`config.mk`:
```
export PLATFORM = sky130hd
export DESIGN_NAME = stage_seq_flat
export DESIGN_NICKNAME = d
export VERILOG_FILES = /design/src/rtl/stage_seq_if.sv /design/src/rtl/stage_seq.sv /design/src/flat_wrapper.sv
export SDC_FILE = /design/constraint.sdc
export NUM_CORES = 1
export LEC_CHECK = 0
export CORE_MARGIN = 2
export CORE_UTILIZATION = 43
export DETAILED_ROUTE_END_ITERATION = 8
export GPL_ROUTABILITY_DRIVEN = 1
export PLACE_DENSITY_LB_ADDON = 0.3
export SETUP_SLACK_MARGIN = 0.2
export SLEW_MARGIN = 20
export SYNTH_ARGS = -nofsm -noshare
export SYNTH_HDL_FRONTEND = slang
export SYNTH_SLANG_ARGS = --single-unit
```
`constraint.sdc`:
```
create_clock -name clk -period 3.5 [get_ports clk]
set_clock_uncertainty 0.05 [all_clocks]
set_input_delay 1.05 -clock clk [delete_from_list [all_inputs] [get_ports clk]]
set_output_delay 1.05 -clock clk [all_outputs]
set_load 0.01 [all_outputs]
```
`src/rtl/stage_seq_if.sv`:
```
// stage_seq handshake/bus bundle.
// master = sequencer environment side, slave = stage_seq.
interface stage_seq_if #(
  parameter int PC_W = 8
);
  logic            start;
  logic            stop;
  logic            fetch_ack;
  logic [3:0]      opcode;
  logic            br_taken;
  logic [PC_W-1:0] br_target;
  logic            fetch_req;
  logic            dec_en;
  logic            exec_en;
  logic            wb_en;
  logic [PC_W-1:0] pc;
  logic            busy;
  logic            halted;
  logic [15:0]     retired;

  modport master (
    output start, stop, fetch_ack,
    output opcode, br_taken, br_target,
    input  fetch_req, dec_en, exec_en, wb_en,
    input  pc, busy, halted, retired
  );

  modport slave (
    input  start, stop, fetch_ack,
    input  opcode, br_taken, br_target,
    output fetch_req, dec_en, exec_en, wb_en,
    output pc, busy, halted, retired
  );
endinterface

```
`src/rtl/stage_seq.sv`:
```
// Four-stage instruction sequencer FSM.
// Define STAGE_SEQ_RETIRE_CNT_EN to build the retired counter.
module stage_seq #(
  parameter int          PC_W     = 8,
  parameter int          RESET_PC = 0,
  parameter logic [3:0]  HALT_OP  = 4'hF
) (
  input logic         clk,
  input logic         rst,
  stage_seq_if.slave  bus
);

  localparam logic [PC_W-1:0] RST_PC =
    PC_W'(RESET_PC);

  typedef enum logic [2:0] {
    IDLE,
    FETCH,
    DECODE,
    EXEC,
    WB,
    HALT
  } state_t;

  state_t          state;
  state_t          nxt;
  logic            fetch_req_q;
  logic            dec_en_q;
  logic            exec_en_q;
  logic            wb_en_q;
  logic            busy_q;
  logic            halted_q;
  logic [PC_W-1:0] pc_q;

  // Next-state selection for the sequencer.
  always_comb begin
    nxt = state;
    unique case (state)
      IDLE:   if (bus.start) nxt = FETCH;
      FETCH:  if (bus.fetch_ack) nxt = DECODE;
      DECODE: nxt = EXEC;
      EXEC:   nxt = (bus.opcode == HALT_OP)
                    ? HALT : WB;
      WB:     nxt = bus.stop ? IDLE : FETCH;
      HALT:   if (bus.start) nxt = FETCH;
      default: nxt = IDLE;
    endcase
  end

  // State, registered stage strobes and pc.
  always_ff @(posedge clk) begin
    if (!rst) begin
      state       <= IDLE;
      fetch_req_q <= 1'b0;
      dec_en_q    <= 1'b0;
      exec_en_q   <= 1'b0;
      wb_en_q     <= 1'b0;
      busy_q      <= 1'b0;
      halted_q    <= 1'b0;
      pc_q        <= RST_PC;
    end else begin
      state       <= nxt;
      fetch_req_q <= (nxt == FETCH);
      dec_en_q    <= (nxt == DECODE);
      exec_en_q   <= (nxt == EXEC);
      wb_en_q     <= (nxt == WB);
      busy_q      <= (nxt == FETCH) ||
                     (nxt == DECODE) ||
                     (nxt == EXEC) ||
                     (nxt == WB);
      halted_q    <= (nxt == HALT);
      if (state == WB)
        pc_q <= bus.br_taken
                ? bus.br_target
                : pc_q + 1'b1;
      else if (state == HALT && bus.start)
        pc_q <= pc_q + 1'b1;
    end
  end

`ifdef STAGE_SEQ_RETIRE_CNT_EN
  logic [15:0] retired_q;

  // Saturating count of completed writebacks.
  always_ff @(posedge clk) begin
    if (!rst)
      retired_q <= 16'd0;
    else if (state == WB &&
             retired_q != 16'hFFFF)
      retired_q <= retired_q + 16'd1;
  end

  assign bus.retired = retired_q;
`else
  assign bus.retired = 16'd0;
`endif

  assign bus.fetch_req = fetch_req_q;
  assign bus.dec_en    = dec_en_q;
  assign bus.exec_en   = exec_en_q;
  assign bus.wb_en     = wb_en_q;
  assign bus.busy      = busy_q;
  assign bus.halted    = halted_q;
  assign bus.pc        = pc_q;

endmodule

```
`src/flat_wrapper.sv`:
```
// flat-port wrapper written by rule: the top's interface ports become plain ports
module stage_seq_flat 
#(
  parameter int          PC_W     = 8,
  parameter int          RESET_PC = 0,
  parameter logic [3:0]  HALT_OP  = 4'hF
)
  (clk, rst, bus_start, bus_stop, bus_fetch_ack, bus_opcode, bus_br_taken, bus_br_target, bus_fetch_req, bus_dec_en, bus_exec_en, bus_wb_en, bus_pc, bus_busy, bus_halted, bus_retired);
  stage_seq_if #(.PC_W(PC_W)) bus_i ();
  input logic clk;
  input logic rst;
  input wire logic [$bits(bus_i.start)-1:0] bus_start;
  input wire logic [$bits(bus_i.stop)-1:0] bus_stop;
  input wire logic [$bits(bus_i.fetch_ack)-1:0] bus_fetch_ack;
  input wire logic [$bits(bus_i.opcode)-1:0] bus_opcode;
  input wire logic [$bits(bus_i.br_taken)-1:0] bus_br_taken;
  input wire logic [$bits(bus_i.br_target)-1:0] bus_br_target;
  output wire logic [$bits(bus_i.fetch_req)-1:0] bus_fetch_req;
  output wire logic [$bits(bus_i.dec_en)-1:0] bus_dec_en;
  output wire logic [$bits(bus_i.exec_en)-1:0] bus_exec_en;
  output wire logic [$bits(bus_i.wb_en)-1:0] bus_wb_en;
  output wire logic [$bits(bus_i.pc)-1:0] bus_pc;
  output wire logic [$bits(bus_i.busy)-1:0] bus_busy;
  output wire logic [$bits(bus_i.halted)-1:0] bus_halted;
  output wire logic [$bits(bus_i.retired)-1:0] bus_retired;
  assign bus_i.start = bus_start;
  assign bus_i.stop = bus_stop;
  assign bus_i.fetch_ack = bus_fetch_ack;
  assign bus_i.opcode = bus_opcode;
  assign bus_i.br_taken = bus_br_taken;
  assign bus_i.br_target = bus_br_target;
  assign bus_fetch_req = bus_i.fetch_req;
  assign bus_dec_en = bus_i.dec_en;
  assign bus_exec_en = bus_i.exec_en;
  assign bus_wb_en = bus_i.wb_en;
  assign bus_pc = bus_i.pc;
  assign bus_busy = bus_i.busy;
  assign bus_halted = bus_i.halted;
  assign bus_retired = bus_i.retired;
  stage_seq #(.PC_W(PC_W), .RESET_PC(RESET_PC), .HALT_OP(HALT_OP)) u_core (.clk(clk), .rst(rst), .bus(bus_i));
endmodule
```
==> impl_metrics.json, run 1 <==
{
  "yosys_reg_bits": 17,
  "dp_hpwl_mm": 1.662,
  "p_per_area_nw_per_um2": 300.8,
  "result_of_the_run": "completed",
  "drt_pre_antenna_iters": 4,
  "clk_latency_ns": 0.29,
  "core_sq_um": 2233,
  "drc": 0,
  "cts_hold_repair.buffers": 0,
  "max_cap_viol_count": 0,
  "num-nets-final": 168,
  "design.portCount": 48,
  "startpoint_to_endpoint_class_of_the_critical_path": "register to output pin",
  "synthesis.area_per_instance_sq_um": 8.477,
  "comb_power_share_pct": 18.6,
  "power.share.clock_pct": 26.7,
  "clock_buffer_count_from_cts": 3,
  "critical_path_arrival_ns": 1.34,
  "netSwitchingFraction_pct": 26.26,
  "routed_wirelength_mm": 2.122,
  "r2r_slack_ns": 1.81,
  "worst-path-max-fanout": 8,
  "unrepaired_setup_endpoints_after_global_routing": "false",
  "cp.required_ns": 2.40,
  "vdd_drop_max_mv": 0.2524,
  "start_util_pct": 45.55,
  "postCtsResizedCells": 0,
  "fp.dieArea_sq_um": 2770,
  "grt_antenna_before_repair": 0,
  "global_route.overflow_total": 0,
  "gr-usage-all-layers_pct": 16.80,
  "viasPerCell": 5.114,
  "setup-violations-final": 0,
  "finalInstanceArea_sq_um": 1276,
  "synth_enable_flop_cells": 0,
  "placedInstanceArea_sq_um": 1249,
  "syn-cell-area_sq_um": 1017,
  "proportion_of_register_bits_with_asynchronous_set_or_reset_after_synthesis_pct": 0,
  "max_clk_rate_mhz": 409.4,
  "clk_pin_slew_worst_paths_ns": 0.10,
  "final.setup.tns_ns": 0,
  "cts-root-buf": "sky130_fd_sc_hd__clkbuf_4",
  "intPower_mw": 0.2831,
  "cts.repair_timing.setup_buffer_count": 0,
  "yosys-top-cells-count": "17 x sky130_fd_sc_hd__buf_4, 17 x sky130_fd_sc_hd__dfxtp_1, 9 x sky130_fd_sc_hd__a21oi_1, 9 x sky130_fd_sc_hd__nand2_1",
  "clock-sinks": 17,
  "synthesis.yosys.warnings": 0,
  "synth-seq-area-share_pct": 33.46,
  "wire_per_inst_um": 12.06,
  "grt_first_pass_wirelength_mm": 3.463,
  "post_route_cells_drive_above_1_share_pct": 6.081,
  "yosys.area.top_type_share_pct": 33.46,
  "antenna-diode-count": 0,
  "area_growth_syn_to_layout_pct": 25.46,
  "critPathSlowestCell": "sky130_fd_sc_hd__clkdlybuf4s50_1",
  "ctsHtreeMaxLevel": 1,
  "initialDrtViolationCount": 17,
  "synth_top_flop_cell": "sky130_fd_sc_hd__dfxtp_1",
  "worst_path_largest_cell_delay_ns": 0.58,
  "hold_viol_final": 0,
  "period_minus_slack_ns": 2.443,
  "synth_top_area_cell": "sky130_fd_sc_hd__dfxtp_1",
  "gpl.final_weighted_congestion": 0.8908,
  "die_h_um": 52.64,
  "grt_pass1_vias": 826,
  "critPathTopFamily": "buffers and inverters",
  "rows": 17,
  "clock_tree_from_tritoncts": "done",
  "cts_max_path_buffers": 2,
  "crit_chain": "clkdlybuf4s50_1",
  "p_leak_nw": 0.4692,
  "report.final.slew_viol_count": 0,
  "critPathBufInv": 1,
  "grt_max_degree": 15,
  "post_synth_main_area_contributors": "sky130_fd_sc_hd__dfxtp_1 33%, sky130_fd_sc_hd__buf_4 13%, sky130_fd_sc_hd__a21oi_1 4.4%",
  "route.antenna.remaining_nets": 0,
  "layout_worst_path_cycle_share_pct": 69.79,
  "postSynthCellCount": 120,
  "power.sequential.fraction_pct": 54.6,
  "hold_path_class": "register to register",
  "p_switching_mw": 0.1008,
  "routed-via-count": 900,
  "dieWidth_um": 52.64,
  "synth_cell_types": 43,
  "end_kind": "output pin",
  "placement.io_buffers": 31,
  "worstSetupStartpointType": "register"
}
-- stage by stage --
step                util (%)  hold slack (ns)  power, mW  std cells  worst slack, ns
floorplan                  -           0.4759     0.2655        135            1.558
global placement       55.91           0.4475     0.2836        172           0.9388
detailed placement     55.91           0.4621     0.2858        172           0.9311
CTS                    57.14           0.4750     0.3908        176            1.047
global route           57.14           0.4905     0.4081        176           0.9860
finish                 57.14           0.4722     0.3839        176            1.057
-- layout make-up --
cell class	instances	area [sq um]
Multi-Input combinational cell	92	548.0
Clock buffer	3	22.52
Clock inverter	1	5.005
Inverter	4	15.01
Fill cell	207	957.2
Tap cell	28	35.03
Timing Repair Buffer	31	310.3
Sequential cell	17	340.3
-- state kept, by name, summed over array words and instances (netlist names) --
register	flops
u_core.bus.fetch_req	1
u_core.bus.busy	1
u_core.state	3
u_core.bus.dec_en	1
u_core.bus.pc	8
u_core.bus.halted	1
u_core.bus.wb_en	1
u_core.bus.exec_en	1
-- power groups by stage --
stage,logic [mW],registers (mW),clock network (mW)
after global routing,0.0776,0.211,0.119
after floorplan,0.0538,0.212,0
after CTS,0.0718,0.210,0.109
after detailed placement,0.0714,0.214,0
final,0.0715,0.210,0.103
after global placement,0.0696,0.214,0
-- cell families after synthesis --
group | share of synthesized area, %
other | 0.3686
AOI/OAI and AO/OA | 18.45
DFF | 33.46
muxes | 2.214
adders and majority gates | 1.230
buffers and inverters | 18.20
and+or+nand+nor | 26.08
-- placed cells by master (no fill, tap or decap), drive strengths merged, types with 2 or more instances in the layout --
cell | netlist | final
a21oi | 9 | 9
and2 | 3 | 3
clkbuf | 1 | 3
clkdlybuf4s50 | 0 | 31
conb | 1 | 16
dfxtp | 17 | 17
inv | 4 | 4
mux2 | 2 | 2
nand2 | 9 | 9
nand2b | 2 | 2
nand3 | 6 | 6
nand4 | 2 | 2
nor2 | 7 | 7
nor2b | 2 | 2
nor3 | 2 | 2
nor3b | 2 | 2
o21ai | 7 | 7
o32ai | 2 | 2
or3 | 2 | 2
-- routing by layer --
layer / vias up / track usage, % / part of all wire, %
met4: 0 / 8.120 / 0
met2: 36 / 28.13 / 51
li1: 452 / - / -
met3: 0 / 3.429 / 6.2
met5: - / 0 / 0
met1: 412 / 20.24 / 43
-- path summary, 6_finish.rpt --
path,from,end,cells after the start
max,u_core.bus.pc[4]$_SDFFE_PN0P_,bus_pc[4],1
max reg2reg,u_core.state[1]$_SDFF_PN0_,u_core.bus.pc[7]$_SDFFE_PN0P_,4
min reg2reg,u_core.bus.pc[7]$_SDFFE_PN0P_,u_core.bus.pc[7]$_SDFFE_PN0P_,2
min,u_core.bus.pc[7]$_SDFFE_PN0P_,u_core.bus.pc[7]$_SDFFE_PN0P_,2
(Power assumes the default switching activity.)
==> run 2, diff against run 1 <==
Settings changed: CORE_UTILIZATION 43 to 40.
Clock period 3.5 ns to 2.5 ns, I/O delays scaled along.
==> run 2 against run 1 <==
Effect of this change: non-clock buffer count increased by 1; clock-buffer cell count unchanged; first-iteration DRC count decreased by 5.9%; largest cell class unchanged; power is 40% higher; clock power is 38% higher; die area increased by 6.9%; via count unchanged; worst setup slack worse by 0.68 ns; global-route usage is 1.5 points lower; wire length up 0.52%; critical path type unchanged.
==> impl_metrics.json, run 2 (synthesis results as in run 1) <==
{
  "die_h_um": 54.43,
  "routed-via-count": 900,
  "period_minus_slack_ns": 2.118,
  "critPathBufInv": 1,
  "layout_filler_cell_count": 249,
  "report.final.slew_viol_count": 0,
  "max_clk_rate_mhz": 472.1,
  "final_common_cell": "sky130_fd_sc_hd__clkdlybuf4s50_1",
  "netSwitchingFraction_pct": 26.14,
  "max_cap_viol_count": 0,
  "cp.required_ns": 1.70,
  "antenna-diode-count": 0,
  "clk_latency_ns": 0.28,
  "p_switching_mw": 0.1406,
  "core_sq_um": 2432,
  "fp.dieArea_sq_um": 2963,
  "grt_max_degree": 15,
  "clk_pin_slew_worst_paths_ns": 0.10,
  "gr-usage-all-layers_pct": 15.31,
  "postCtsResizedCells": 0,
  "grt_first_pass_wirelength_mm": 3.305,
  "routed_wirelength_mm": 2.133,
  "route.antenna.remaining_nets": 0,
  "p_per_area_nw_per_um2": 418.1,
  "result_of_the_run": "completed",
  "ctsHtreeMaxLevel": 1,
  "worst_path_largest_cell_delay_ns": 0.58,
  "largest_reg_flops": 8,
  "viasPerCell": 5.028,
  "unrepaired_setup_endpoints_after_global_routing": "false",
  "grt_pass1_vias": 776,
  "comb_power_share_pct": 18.8,
  "seq_area_sq_um": 340.3,
  "num-nets-final": 169,
  "layout_worst_path_cycle_share_pct": 84.73,
  "startpoint_to_endpoint_class_of_the_critical_path": "register to output pin",
  "drt_pre_antenna_iters": 4,
  "cts_max_path_buffers": 2,
  "multi_input_comb_area_sq_um": 548.0,
  "cts.repair_timing.setup_buffer_count": 0,
  "dp_hpwl_mm": 1.616,
  "power.share.clock_pct": 26.5,
  "cts-root-buf": "sky130_fd_sc_hd__clkbuf_4",
  "initialDrtViolationCount": 16,
  "vdd_drop_max_mv": 0.2906,
  "design.portCount": 48,
  "worst-path-max-fanout": 8,
  "rows": 18,
  "gpl.final_weighted_congestion": 0.8636,
  "clock-sinks": 17,
  "critical_path_arrival_ns": 1.32,
  "hold_path_class": "register to register",
  "p_leak_nw": 0.4740,
  "drc": 0,
  "global_route.overflow_total": 0,
  "power.sequential.fraction_pct": 54.8,
  "post_route_cells_drive_above_1_share_pct": 6.711,
  "critPathSlowestCell": "sky130_fd_sc_hd__clkdlybuf4s50_1",
  "totalPowerFinal_mw": 0.5378,
  "setup-violations-final": 0,
  "clock_buffer_count_from_cts": 3,
  "hold_viol_final": 0,
  "cts_hold_repair.buffers": 0,
  "area_growth_syn_to_layout_pct": 26.44,
  "most-common-layout-cells": "31 x sky130_fd_sc_hd__clkdlybuf4s50_1, 17 x sky130_fd_sc_hd__dfxtp_1, 16 x sky130_fd_sc_hd__conb_1, 9 x sky130_fd_sc_hd__nand2_1, 9 x sky130_fd_sc_hd__a21oi_1",
  "worstSetupStartpointType": "register",
  "intPower_mw": 0.3972,
  "final.setup.tns_ns": 0,
  "placement.io_buffers": 31,
  "start_util_pct": 41.82,
  "wire_per_inst_um": 11.92,
  "crit_chain": "clkdlybuf4s50_1",
  "critPathTopFamily": "buffers and inverters",
  "clock_tree_from_tritoncts": "done",
  "end_kind": "output pin",
  "timing.hold.ws_ns": 0.4770,
  "dieWidth_um": 54.43,
  "grt_antenna_before_repair": 0
}
-- run 2: per-layer routing --
metal	part of all wire, %	track usage [%]	vias up
li1	-	-	454
met1	44	19.06	416
met2	50	25.30	30
met3	6.5	3.552	0
met4	0	6.250	0
met5	0	0	-
-- run 2: power by group through the flow --
stage               logic (mW)  registers (mW)  clock network (mW)
global route             0.111           0.297               0.166
CTS                      0.101           0.294               0.150
floorplan               0.0753           0.296                   0
finish                   0.101           0.294               0.142
global placement        0.0988           0.300                   0
detailed placement       0.101           0.301                   0
-- run 2: metrics by stage --
| stage | area, sq um | util, % | worst slack (ns) | cells |
|---|---|---|---|---|
| finish | 1286 | 52.88 | 0.3817 | 179 |
| global route | 1286 | 52.88 | 0.2915 | 179 |
| CTS | 1286 | 52.88 | 0.3653 | 179 |
| detailed placement | 1259 | 51.75 | 0.1959 | 175 |
| global placement | 1259 | 51.75 | 0.2465 | 175 |
| floorplan | 1074 | - | 0.8581 | 135 |
-- run 2: path summary, 6_finish.rpt --
kind / from / endpoint / slack (ns) / depth (start not counted)
max: u_core.bus.pc[4]$_SDFFE_PN0P_ / bus_pc[4] / 0.38 / 1
max reg2reg: u_core.state[1]$_SDFF_PN0_ / u_core.bus.pc[7]$_SDFFE_PN0P_ / 0.74 / 4
min reg2reg: u_core.bus.pc[3]$_SDFFE_PN0P_ / u_core.bus.pc[3]$_SDFFE_PN0P_ / 0.48 / 2
min: u_core.bus.pc[3]$_SDFFE_PN0P_ / u_core.bus.pc[3]$_SDFFE_PN0P_ / 0.48 / 2
-- run 2: layout make-up --
type	count	area share [%]
inverters	4	1.167
well taps	30	2.918
repair buffers	32	24.71
clock inverters	1	0.3891
multi-input cells	92	42.61
clock buffers	3	1.751
flip-flops and latches	17	26.46
